**src/rtl/traffic_pkg.sv**
```systemverilog
// Shared phase codes, lamp bit positions and the per-approach lamp decoder
// used by the traffic sequencer.
package traffic_pkg;

    typedef enum logic [2:0] {
        PH_ALLRED = 3'd0,
        PH_PREP   = 3'd1,
        PH_GREEN  = 3'd2,
        PH_YELLOW = 3'd3,
        PH_FLASH  = 3'd4
    } phase_e;

    localparam int GRN = 2;
    localparam int YEL = 1;
    localparam int RED = 0;

    // Returns the active-low {green, yellow, red} triple for one approach.
    function automatic logic [2:0] lamp_bits(input phase_e ph, input logic served,
                                             input logic flash_on);
        logic [2:0] lit;
        lit = '0;
        case (ph)
            PH_FLASH:  lit[YEL] = flash_on;
            PH_PREP:   begin
                lit[RED] = 1'b1;
                lit[YEL] = served;
            end
            PH_GREEN:  begin
                lit[GRN] = served;
                lit[RED] = ~served;
            end
            PH_YELLOW: begin
                lit[YEL] = served;
                lit[RED] = ~served;
            end
            default:   lit[RED] = 1'b1;
        endcase
        return ~lit;
    endfunction

endpackage

```
**src/rtl/traffic_seq_n_tick_gen.sv**
```systemverilog
// Timing-tick enable: one-cycle pulse every TICK_DIV clocks, the first one
// TICK_DIV clocks after reset release.
module tick_gen #(
    parameter int TICK_DIV = 50000000
) (
    input  logic clk50M,
    input  logic rst_n,
    output logic tick_o
);

    localparam int CW = (TICK_DIV > 1) ? $clog2(TICK_DIV) : 1;
    localparam logic [CW-1:0] LAST = CW'(TICK_DIV - 1);

    logic [CW-1:0] cnt_q, cnt_d;

    assign tick_o = (cnt_q == LAST);

    always_comb begin
        cnt_d = cnt_q + 1'b1;
        if (tick_o) begin
            cnt_d = '0;
        end
    end

    always_ff @(posedge clk50M or negedge rst_n) begin
        if (!rst_n) begin
            cnt_q <= '0;
        end else begin
            cnt_q <= cnt_d;
        end
    end

endmodule

```
**src/rtl/traffic_seq_n.sv**
```systemverilog
// N-approach traffic light sequencer with demand skipping and a flashing
// yellow night mode; all outputs come straight from registers.
module traffic_seq_n
    import traffic_pkg::*;
#(
    parameter int N_WAYS   = 3,
    parameter int TICK_DIV = 50000000,
    parameter int T_ALLRED = 5,
    parameter int T_PREP   = 2,
    parameter int T_GREEN  = 10,
    parameter int T_YELLOW = 2,
    parameter int SKIP_EN  = 1,
    localparam int WAY_W   = (N_WAYS > 1) ? $clog2(N_WAYS) : 1
) (
    input  logic                  clk50M,
    input  logic                  rst_n,
    input  logic [N_WAYS-1:0]     req,
    input  logic                  night,
    output logic [3*N_WAYS-1:0]   lamp_n,
    output logic [WAY_W-1:0]      way,
    output logic [2:0]            phase
);

    localparam int D_ALLRED = (T_ALLRED < 1) ? 1 : T_ALLRED;
    localparam int D_PREP   = (T_PREP   < 1) ? 1 : T_PREP;
    localparam int D_GREEN  = (T_GREEN  < 1) ? 1 : T_GREEN;
    localparam int D_YELLOW = (T_YELLOW < 1) ? 1 : T_YELLOW;
    localparam int MAX_AB   = (D_ALLRED > D_PREP) ? D_ALLRED : D_PREP;
    localparam int MAX_CD   = (D_GREEN > D_YELLOW) ? D_GREEN : D_YELLOW;
    localparam int MAX_D    = (MAX_AB > MAX_CD) ? MAX_AB : MAX_CD;
    localparam int CNT_W    = $clog2(MAX_D + 1);

    localparam logic [3*N_WAYS-1:0] LAMP_ALLRED = {N_WAYS{3'b110}};

    phase_e                phase_q, phase_d;
    logic [WAY_W-1:0]      way_q, way_d;
    logic [CNT_W-1:0]      cnt_q, cnt_d;
    logic [N_WAYS-1:0]     pending_q, pending_d;
    logic                  flash_q, flash_d;
    logic [3*N_WAYS-1:0]   lamp_q, lamp_d;

    logic                  tick;
    logic                  sel_found;
    logic [WAY_W-1:0]      sel_way;
    logic [WAY_W-1:0]      cand;

    tick_gen #(
        .TICK_DIV (TICK_DIV)
    ) u_tick (
        .clk50M (clk50M),
        .rst_n  (rst_n),
        .tick_o (tick)
    );

    function automatic logic [WAY_W-1:0] next_way(input logic [WAY_W-1:0] w);
        return (w == WAY_W'(N_WAYS - 1)) ? '0 : w + 1'b1;
    endfunction

    function automatic logic [CNT_W-1:0] last_tick(input phase_e ph);
        case (ph)
            PH_ALLRED: return CNT_W'(D_ALLRED - 1);
            PH_PREP:   return CNT_W'(D_PREP - 1);
            PH_GREEN:  return CNT_W'(D_GREEN - 1);
            PH_YELLOW: return CNT_W'(D_YELLOW - 1);
            default:   return '0;
        endcase
    endfunction

    // Round-robin search for the first pending approach after the current one.
    always_comb begin
        sel_found = 1'b0;
        sel_way   = way_q;
        cand      = way_q;
        for (int i = 0; i < N_WAYS; i++) begin
            cand = next_way(cand);
            if (!sel_found && pending_q[cand]) begin
                sel_found = 1'b1;
                sel_way   = cand;
            end
        end
    end

    always_comb begin
        phase_d   = phase_q;
        way_d     = way_q;
        cnt_d     = cnt_q;
        flash_d   = flash_q;
        pending_d = pending_q | req;
        lamp_d    = '1;

        if (tick) begin
            if (phase_q == PH_FLASH) begin
                if (!night) begin
                    phase_d = PH_ALLRED;
                    cnt_d   = '0;
                    flash_d = 1'b0;
                end else begin
                    flash_d = ~flash_q;
                end
            end else if (cnt_q != last_tick(phase_q)) begin
                cnt_d = cnt_q + 1'b1;
            end else begin
                cnt_d = '0;
                case (phase_q)
                    PH_ALLRED: begin
                        if (night) begin
                            phase_d = PH_FLASH;
                            flash_d = 1'b1;
                        end else if (SKIP_EN == 0) begin
                            phase_d = PH_PREP;
                            way_d   = next_way(way_q);
                        end else if (sel_found) begin
                            phase_d = PH_PREP;
                            way_d   = sel_way;
                        end
                    end
                    PH_PREP: begin
                        phase_d = PH_GREEN;
                        // A request present on the entry cycle keeps the flag set.
                        pending_d[way_q] = req[way_q];
                    end
                    PH_GREEN:  phase_d = PH_YELLOW;
                    default:   phase_d = PH_ALLRED;
                endcase
            end
        end

        for (int k = 0; k < N_WAYS; k++) begin
            lamp_d[3*k +: 3] = lamp_bits(phase_d, (way_d == WAY_W'(k)), flash_d);
        end
    end

    always_ff @(posedge clk50M or negedge rst_n) begin
        if (!rst_n) begin
            phase_q   <= PH_ALLRED;
            way_q     <= WAY_W'(N_WAYS - 1);
            cnt_q     <= '0;
            pending_q <= '0;
            flash_q   <= 1'b0;
            lamp_q    <= LAMP_ALLRED;
        end else begin
            phase_q   <= phase_d;
            way_q     <= way_d;
            cnt_q     <= cnt_d;
            pending_q <= pending_d;
            flash_q   <= flash_d;
            lamp_q    <= lamp_d;
        end
    end

    assign lamp_n = lamp_q;
    assign way    = way_q;
    assign phase  = phase_q;

endmodule

```
**config.mk**
```make
export PLATFORM = sky130hd
export DESIGN_NAME = traffic_seq_n
export DESIGN_NICKNAME = d
export VERILOG_FILES = /design/src/rtl/traffic_pkg.sv /design/src/rtl/traffic_seq_n_tick_gen.sv /design/src/rtl/traffic_seq_n.sv
export SDC_FILE = /design/constraint.sdc
export NUM_CORES = 1
export LEC_CHECK = 0
export BUFFER_PORTS_ARGS = -buffer_cell sky130_fd_sc_hd__buf_2
export CAP_MARGIN = 10
export CORE_MARGIN = 2
export CORE_UTILIZATION = 59
export DETAILED_ROUTE_END_ITERATION = 6
export GPL_TIMING_DRIVEN = 0
export PLACE_DENSITY = 0.79
export SYNTH_ARGS = -nofsm -noshare
export SYNTH_HDL_FRONTEND = slang
export SYNTH_HIERARCHICAL = 1
export SYNTH_SLANG_ARGS = --single-unit
```
**constraint.sdc**
```tcl
create_clock -name clk50M -period 3.9 [get_ports clk50M]
set_clock_uncertainty 0.2 [all_clocks]
set_input_delay 0.585 -clock clk50M [delete_from_list [all_inputs] [get_ports clk50M]]
set_output_delay 0.585 -clock clk50M [all_outputs]
set_load 0.03 [all_outputs]
```
==> impl_results.md, run 1 <==
* Total GRT Usage at 21.9%
* Tmin final at between 3 and 4 ns
* Worst path max stage delay at 0.48 ns
* Global placer's final weighted congestion at approximately 0.85
* Compound-cell area share of the yosys netlist at between 10% and 20%
* Max Slew Vio Count at 0
* Vias in the first global route at 1901
* Post-synth top flop: dfrtp_1
* Final Hold Fails at 0
* Reg area at 1210 sq um
* DIE HEIGHT at between 60 and 70 microns
* Synth Cell Area at around 2500 sq um
* F_max at 273 MHz
* Share of layout cells above drive strength 1 at approximately 20%
* First-pass GRT wire length at between 8000 and 9000 microns
* Post-Route WL at approximately 5000 microns
* Pre-antenna DRT Iters at 4
* Synth Area in XOR/XNOR at under 10%
* Worst EP required at approximately 4 ns
* Synth-to-Final Area Change at 10.8%
* Syn Nets at 259
* Max-slew headroom at between 30% and 40%
* CTS resizes at 0
* I/O Buffers at 19
* CP cell instances: nand3_1 -> or2_2 -> nor4_4 -> buf_2 -> buf_2 -> nand4_1 -> or4_4 -> o31a_1 -> o211ai_4 -> nor2_2 -> a21o_1
* Critical path class: flip-flop to flip-flop
* Worst-skew pair later-pin latency at ~0.30 ns
* Startpoint Class: flip-flop
* Setup ws final at roughly 0.24 ns
* Most used cell, CP: buf_2
* DRT iter0 DRCs at 148
* Largest family of logic cells by synthesized area: simple AND/OR/NAND/NOR gates
* Final period utilization at around 94%
* Crit. End Element: flip-flop
* Die W at 69.0 microns
* Clk buf depth at 2
* Power density cells at between 200 and 300 nW/um^2
* Largest net degree at the start of global routing at between 40 and 50
* Mux contribution to synthesized area at less than 1%
* Least-Margin Pin Slew at ~1.0 ns
* I/O Pins at 20
* CTS H-tree lvls at 2
* Final setup viols at 0
* Leak pwr at roughly 1.2 nW
* Synth Warn # at 6
* Gr ovfl total at 0
* Clk slew on worst S/H paths at 0.09 ns
* Adder-Cell Fraction of Synth Area at under 10%
* Mapped Cells at 250
* N_diodes at 0
* DRC at 0
* Post-DR wirelength/cell at 14.8 microns
* VDD IR max at 257 uV
* Clk sink count at 48
* Setup TNS at 0 ns
* Max-Cap Viols at 0
* Fillers at ~330
* Yosys cell types at 54
* Result of the run: finished clean
* Worst slack, placed at 0.100 ns
* Root Buffer: clkbuf_8
* CP max FO at 10
* Via count at a little under 2000
* Buffers & Inverters on Critical Path at 2
* Syn_area_per_cell at 9.98 sq um
* DP HPWL at between 3000 and 4000 microns
* HP Class: primary input to async pin
* Core region area at between 4000 and 5000 sq um
* Fin nets at 289
* Post-synth EDFFs at 0
* Die ar. at roughly 4800 sq um
* Synth Area in Simple Gates at a little over a quarter
* CP top delay family: simple AND/OR/NAND/NOR gates
* Rows at 23
* CP max-delay cell: or4_4
* Multi-input combinational cell area at 1210 sq um
* Post-synthesis sequential area ratio at approximately half
* Post-DRT Antenna Nets at 0
* Initial antenna violation count at 0
* CTS Buf Count at 5
* CTS tree: built
* Vias per cell at 5.90
* FF+latch count, synth at 48
* WHS at between 0.2 and 0.3 ns
* Worst endpoint data arrival time at 3.66 ns
* Async set-reset flop share out of synthesis at 100%
* Initial Util at approximately three fifths
==> registers in the layout, indices dropped and copies added (netlist names) <==
name,count
cnt_q,4
pending_q,3
phase,3
lamp_n,9
way,2
u_tick/cnt_q,26
flash_q,1
==> routing by layer <==
metal  wire (microns)  GRT usage, %
met1             2550          33.0
met2             2090          31.1
met3              164          4.53
met4               89          8.50
met5                0             0
==> metrics by stage <==
step / cell area (sq um) / cells / util [%] / total power, mW
CTS: 2740 / 327 / 67.9 / 0.811
global route: 2770 / 331 / 68.6 / 0.827
finish: 2770 / 331 / 68.6 / 0.800
global placement: 2650 / 319 / 65.9 / 0.520
floorplan: 2500 / 250 / - / 0.508
detailed placement: 2650 / 319 / 65.9 / 0.520
==> layout make-up <==
class / instances / share of cell area, %
Inverter: 12 / 1.63
Clock inverter: 1 / 0.181
Buffer: 7 / 1.13
Multi-Input combinational cell: 183 / 43.8
Sequential cell: 48 / 43.8
Timing Repair Buffer: 23 / 4.52
Tap cell: 50 / 2.26
Clock buffer: 7 / 2.76
==> logic make-up (layout without fill, tap and decap cells) <==
group / after synthesis / after routing
multiplexers: 1 / 1
AO/OA/AOI/OAI: 48 / 48
adder cells (fa/ha/maj): 3 / 3
XOR/XNOR: 18 / 18
buffers and inverters: 19 / 50
flip-flops: 48 / 48
AND/OR/NAND/NOR: 113 / 113
==> placed cells by master (no fill, tap or decap), drive strengths merged, types with 7 or more instances in the layout <==
cell type	count
buf	28
dfrtp	41
nor2	22
inv	12
nand2	19
o21ai	13
a21oi	10
clkbuf	9
xor2	9
nand4	8
xnor2	9
nand3	12
dfstp	7
==> timing repair <==
item | CTS | global route
hold buffers | 0 | 0
setup endpoints to repair | 0 | 9
setup buffers | 0 | 4
==> path summary, 6_finish.rpt <==
check	startpoint	end	slack, ns	cells after the start
worst min register to register	u_tick/cnt_q[9]	u_tick/cnt_q[9]	0.31	1
worst max register to register	u_tick/cnt_q[12]	lamp_n[3]	0.24	11
worst max-delay path	u_tick/cnt_q[12]	lamp_n[3]	0.24	11
max in group asynchronous	rst_n	lamp_n[3]	2.60	1
worst min-delay path	rst_n	u_tick/cnt_q[17]	0.26	1
min in group clk50M	req[2]	pending_q[2]	0.27	2
==> synth_stat cells (all sizes together) (3+ instances only) <==
master / number / area (sq um)
nor3: 6 / 30.0
dfrtp: 41 / 1030
inv: 12 / 45.0
nand3: 12 / 60.1
xor2: 9 / 78.8
buf: 5 / 23.8
and3: 6 / 37.5
or4: 4 / 33.8
xnor2: 9 / 78.8
o21ai: 13 / 65.1
o31ai: 5 / 37.5
nand2b: 5 / 31.3
or3: 6 / 42.5
dfstp: 7 / 184
and4: 4 / 35.0
a21o: 5 / 37.5
nor2: 22 / 87.6
nor4: 6 / 58.8
ha: 3 / 37.5
nand2: 19 / 71.3
or2: 3 / 18.8
nand4: 8 / 65.1
a21oi: 10 / 50.1
==> power by group <==
| part | internal [mW] | total [mW] | switching, mW |
|---|---|---|---|
| clock | 0.126 | 0.290 | 0.164 |
| combinational | 0.00202 | 0.0123 | 0.0103 |
| sequential | 0.498 | 0.498 | 0.0000000000000000689 |
Power figures use the tool's default switching activity.
==> inputs of run 2 (changes only) <==
--- a/config.mk
+++ b/config.mk
@@ -7,7 +7,6 @@
 export LEC_CHECK = 0
 export BUFFER_PORTS_ARGS = -buffer_cell sky130_fd_sc_hd__buf_2
 export CAP_MARGIN = 10
-export CORE_MARGIN = 2
 export CORE_UTILIZATION = 59
 export DETAILED_ROUTE_END_ITERATION = 6
 export GPL_TIMING_DRIVEN = 0
==> run 2 against run 1 <==
Against the previous run: combinational power hardly changed; wire length decreased by 3.4%; worst hold slack got worse by 0.0043 ns; critical path depth unchanged; cell area is 0.14% higher; cell count is 0.91% lower; flip-flop and latch count is the same.
==> impl_results.md, run 2 (same netlist as run 1, synthesis figures left out) <==
* Result of the run: finished clean
* Reg area at ~1200 sq um
* DRT iter0 DRCs at 97
* Worst endpoint data arrival time at roughly 3.6 ns
* I/O Buffers at 19
* Largest net degree at the start of global routing at 49
* Leak pwr at about 1.2 nW
* CP max FO at 10
* Rows at 23
* DRC at 0
* WHS at around 0.25 ns
* Clk slew on worst S/H paths at ~0.09 ns
* Flop2flop setup slack at 0.29 ns
* Commonest non-fill, non-tap cell in the layout: dfrtp_1
* Worst-skew pair later-pin latency at 0.30 ns
* Root Buffer: clkbuf_8
* Post-DR wirelength/cell at roughly 14 microns
* CTS tree: built
* Post-DRT Antenna Nets at 0
* R2R cell count at 11
* VDD IR max at between 300 and 400 uV
* Pre-antenna DRT Iters at 4
* Core region area at approximately 4000 sq um
* First-pass GRT wire length at between 8000 and 9000 microns
* Final period utilization at between 90% and 100%
* Worst EP required at between 3 and 4 ns
* Max Slew Vio Count at 0
* Setup ws final at around 0.29 ns
* Tmin final at roughly 3.6 ns
* Max-Cap Viols at 0
* Via count at slightly below 2000
* F_max at ~280 MHz
* Crit. End Element: flip-flop
* CTS resizes at 0
* Max-slew headroom at 31.9%
* Final Hold Fails at 0
* Die W at 67.0 microns
* Die ar. at between 4000 and 5000 sq um
* End of the worst register-to-register path: lamp_n[0]
* Final setup viols at 0
* Commonest non-fill, non-tap cells in the layout: dfrtp_1, buf_2, nor2_1
* Total GRT Usage at about a quarter
* Power Total at about 870 uW
* Sequential power share at ~57%
* Sw frac at roughly a fifth
* Initial antenna violation count at 0
* R2R Path Start: u_tick/cnt_q[11]
* Vias in the first global route at between 1500 and 2000
* Least-Margin Pin Slew at 1.02 ns
* Crit path from: u_tick/cnt_q[11]
* Fin nets at roughly 290
* Post-Route WL at between 4000 and 5000 microns
* Flip-flop count of the largest register after layout at 26
* Internal power at about 690 uW
* DIE HEIGHT at 67.0 microns
* CTS Buf Count at 5
* N_diodes at 0
* HP Class: primary input to async pin
* DP HPWL at around 3200 microns
* Top reg by flops: u_tick/cnt_q
* Worst setup path endpoint: lamp_n[0]
* Initial Util at 62.0%
* Gr ovfl total at 0
* Power density cells at 314 nW/um^2
* Vias per cell at approximately 6
* Startpoint Class: flip-flop
* Worst slack, placed at roughly 0.081 ns
* Setup TNS at 0 ns
* Critical path class: flip-flop to flip-flop
* Multi-input combinational cell area at between 1000 and 1500 sq um
* Clk sink count at 48
* Clock power share at roughly two fifths
* Comb power frac at approximately 1.4%
* Synth-to-Final Area Change at 10.9%
* Share of layout cells above drive strength 1 at 19.4%
* Global placer's final weighted congestion at approximately 0.81
* Clk buf depth at 2
* RSZ-0062 raised after global routing: false
* Fillers at roughly 330
* I/O Pins at 20
* CTS H-tree lvls at 2
* P_sw at about 180 uW
## run 2: cell count changes in the layout (fill, tap and decap cells not counted), sizes merged
cell,change
buf,-3
clkbuf,-1
bufinv,+1
## run 2: per-layer routing
layer	track usage [%]	wire length (microns)	vias to the layer above	share of wire (%)
li1	-	-	958	-
met1	35.1	2450	945	52
met2	35.4	2040	32	43
met3	5.31	170	7	3.6
met4	7.18	64	0	1.4
met5	0	0	-	0
## run 2: cell type report
cell class / instances / area share (%)
multi-input cells: 183 / 43.7
repair buffers: 20 / 3.71
inverters: 12 / 1.63
well taps: 50 / 2.26
flip-flops and latches: 48 / 43.7
clock buffers: 6 / 2.62
clock inverters: 2 / 1.27
plain buffers: 7 / 1.13
## run 2: through the flow
step	cell area, sq um	util [%]	instances
3_5_place_dp	2650	65.9	319
6_report	2770	68.7	328
4_1_cts	2760	68.5	327
5_1_grt	2770	68.7	328
2_1_floorplan	2500	-	250
3_3_place_gp	2650	65.9	319
## run 2: how the worst min path moves through the flow
stage                          startpoint              end  slack [ns]
after floorplan                     rst_n         cnt_q[0]        0.09
after global placement    u_tick/cnt_q[9]  u_tick/cnt_q[9]        0.28
after detailed placement  u_tick/cnt_q[9]  u_tick/cnt_q[9]        0.29
after CTS                          req[2]     pending_q[2]        0.26
after global routing               req[1]     pending_q[1]        0.26
final                               rst_n         cnt_q[0]        0.25
## run 2: what timing repair did
action / CTS / global route
setup buffers: 0 / 1
hold buffers: 0 / 0
endpoints found under the setup margin: 0 / 9
## run 2: power groups by stage
stage / Combinational (mW) / Sequential, mW / Clock, mW
floorplan: 0.000663 / 0.507 / 0
global placement: 0.0131 / 0.507 / 0
detailed placement: 0.0134 / 0.507 / 0
CTS: 0.0132 / 0.498 / 0.359
global route: 0.0150 / 0.498 / 0.385
finish: 0.0122 / 0.498 / 0.359
## run 2: critical path, cell delays in order (launching register included)
cell	delay, ns
dfrtp_1	0.46
nor4b_1	0.32
nand4_1	0.18
nor4_4	0.40
buf_2	0.31
buf_2	0.23
nand4_1	0.12
or4_4	0.47
o31a_1	0.29
o211ai_4	0.28
nor2_2	0.07
a21o_1	0.18
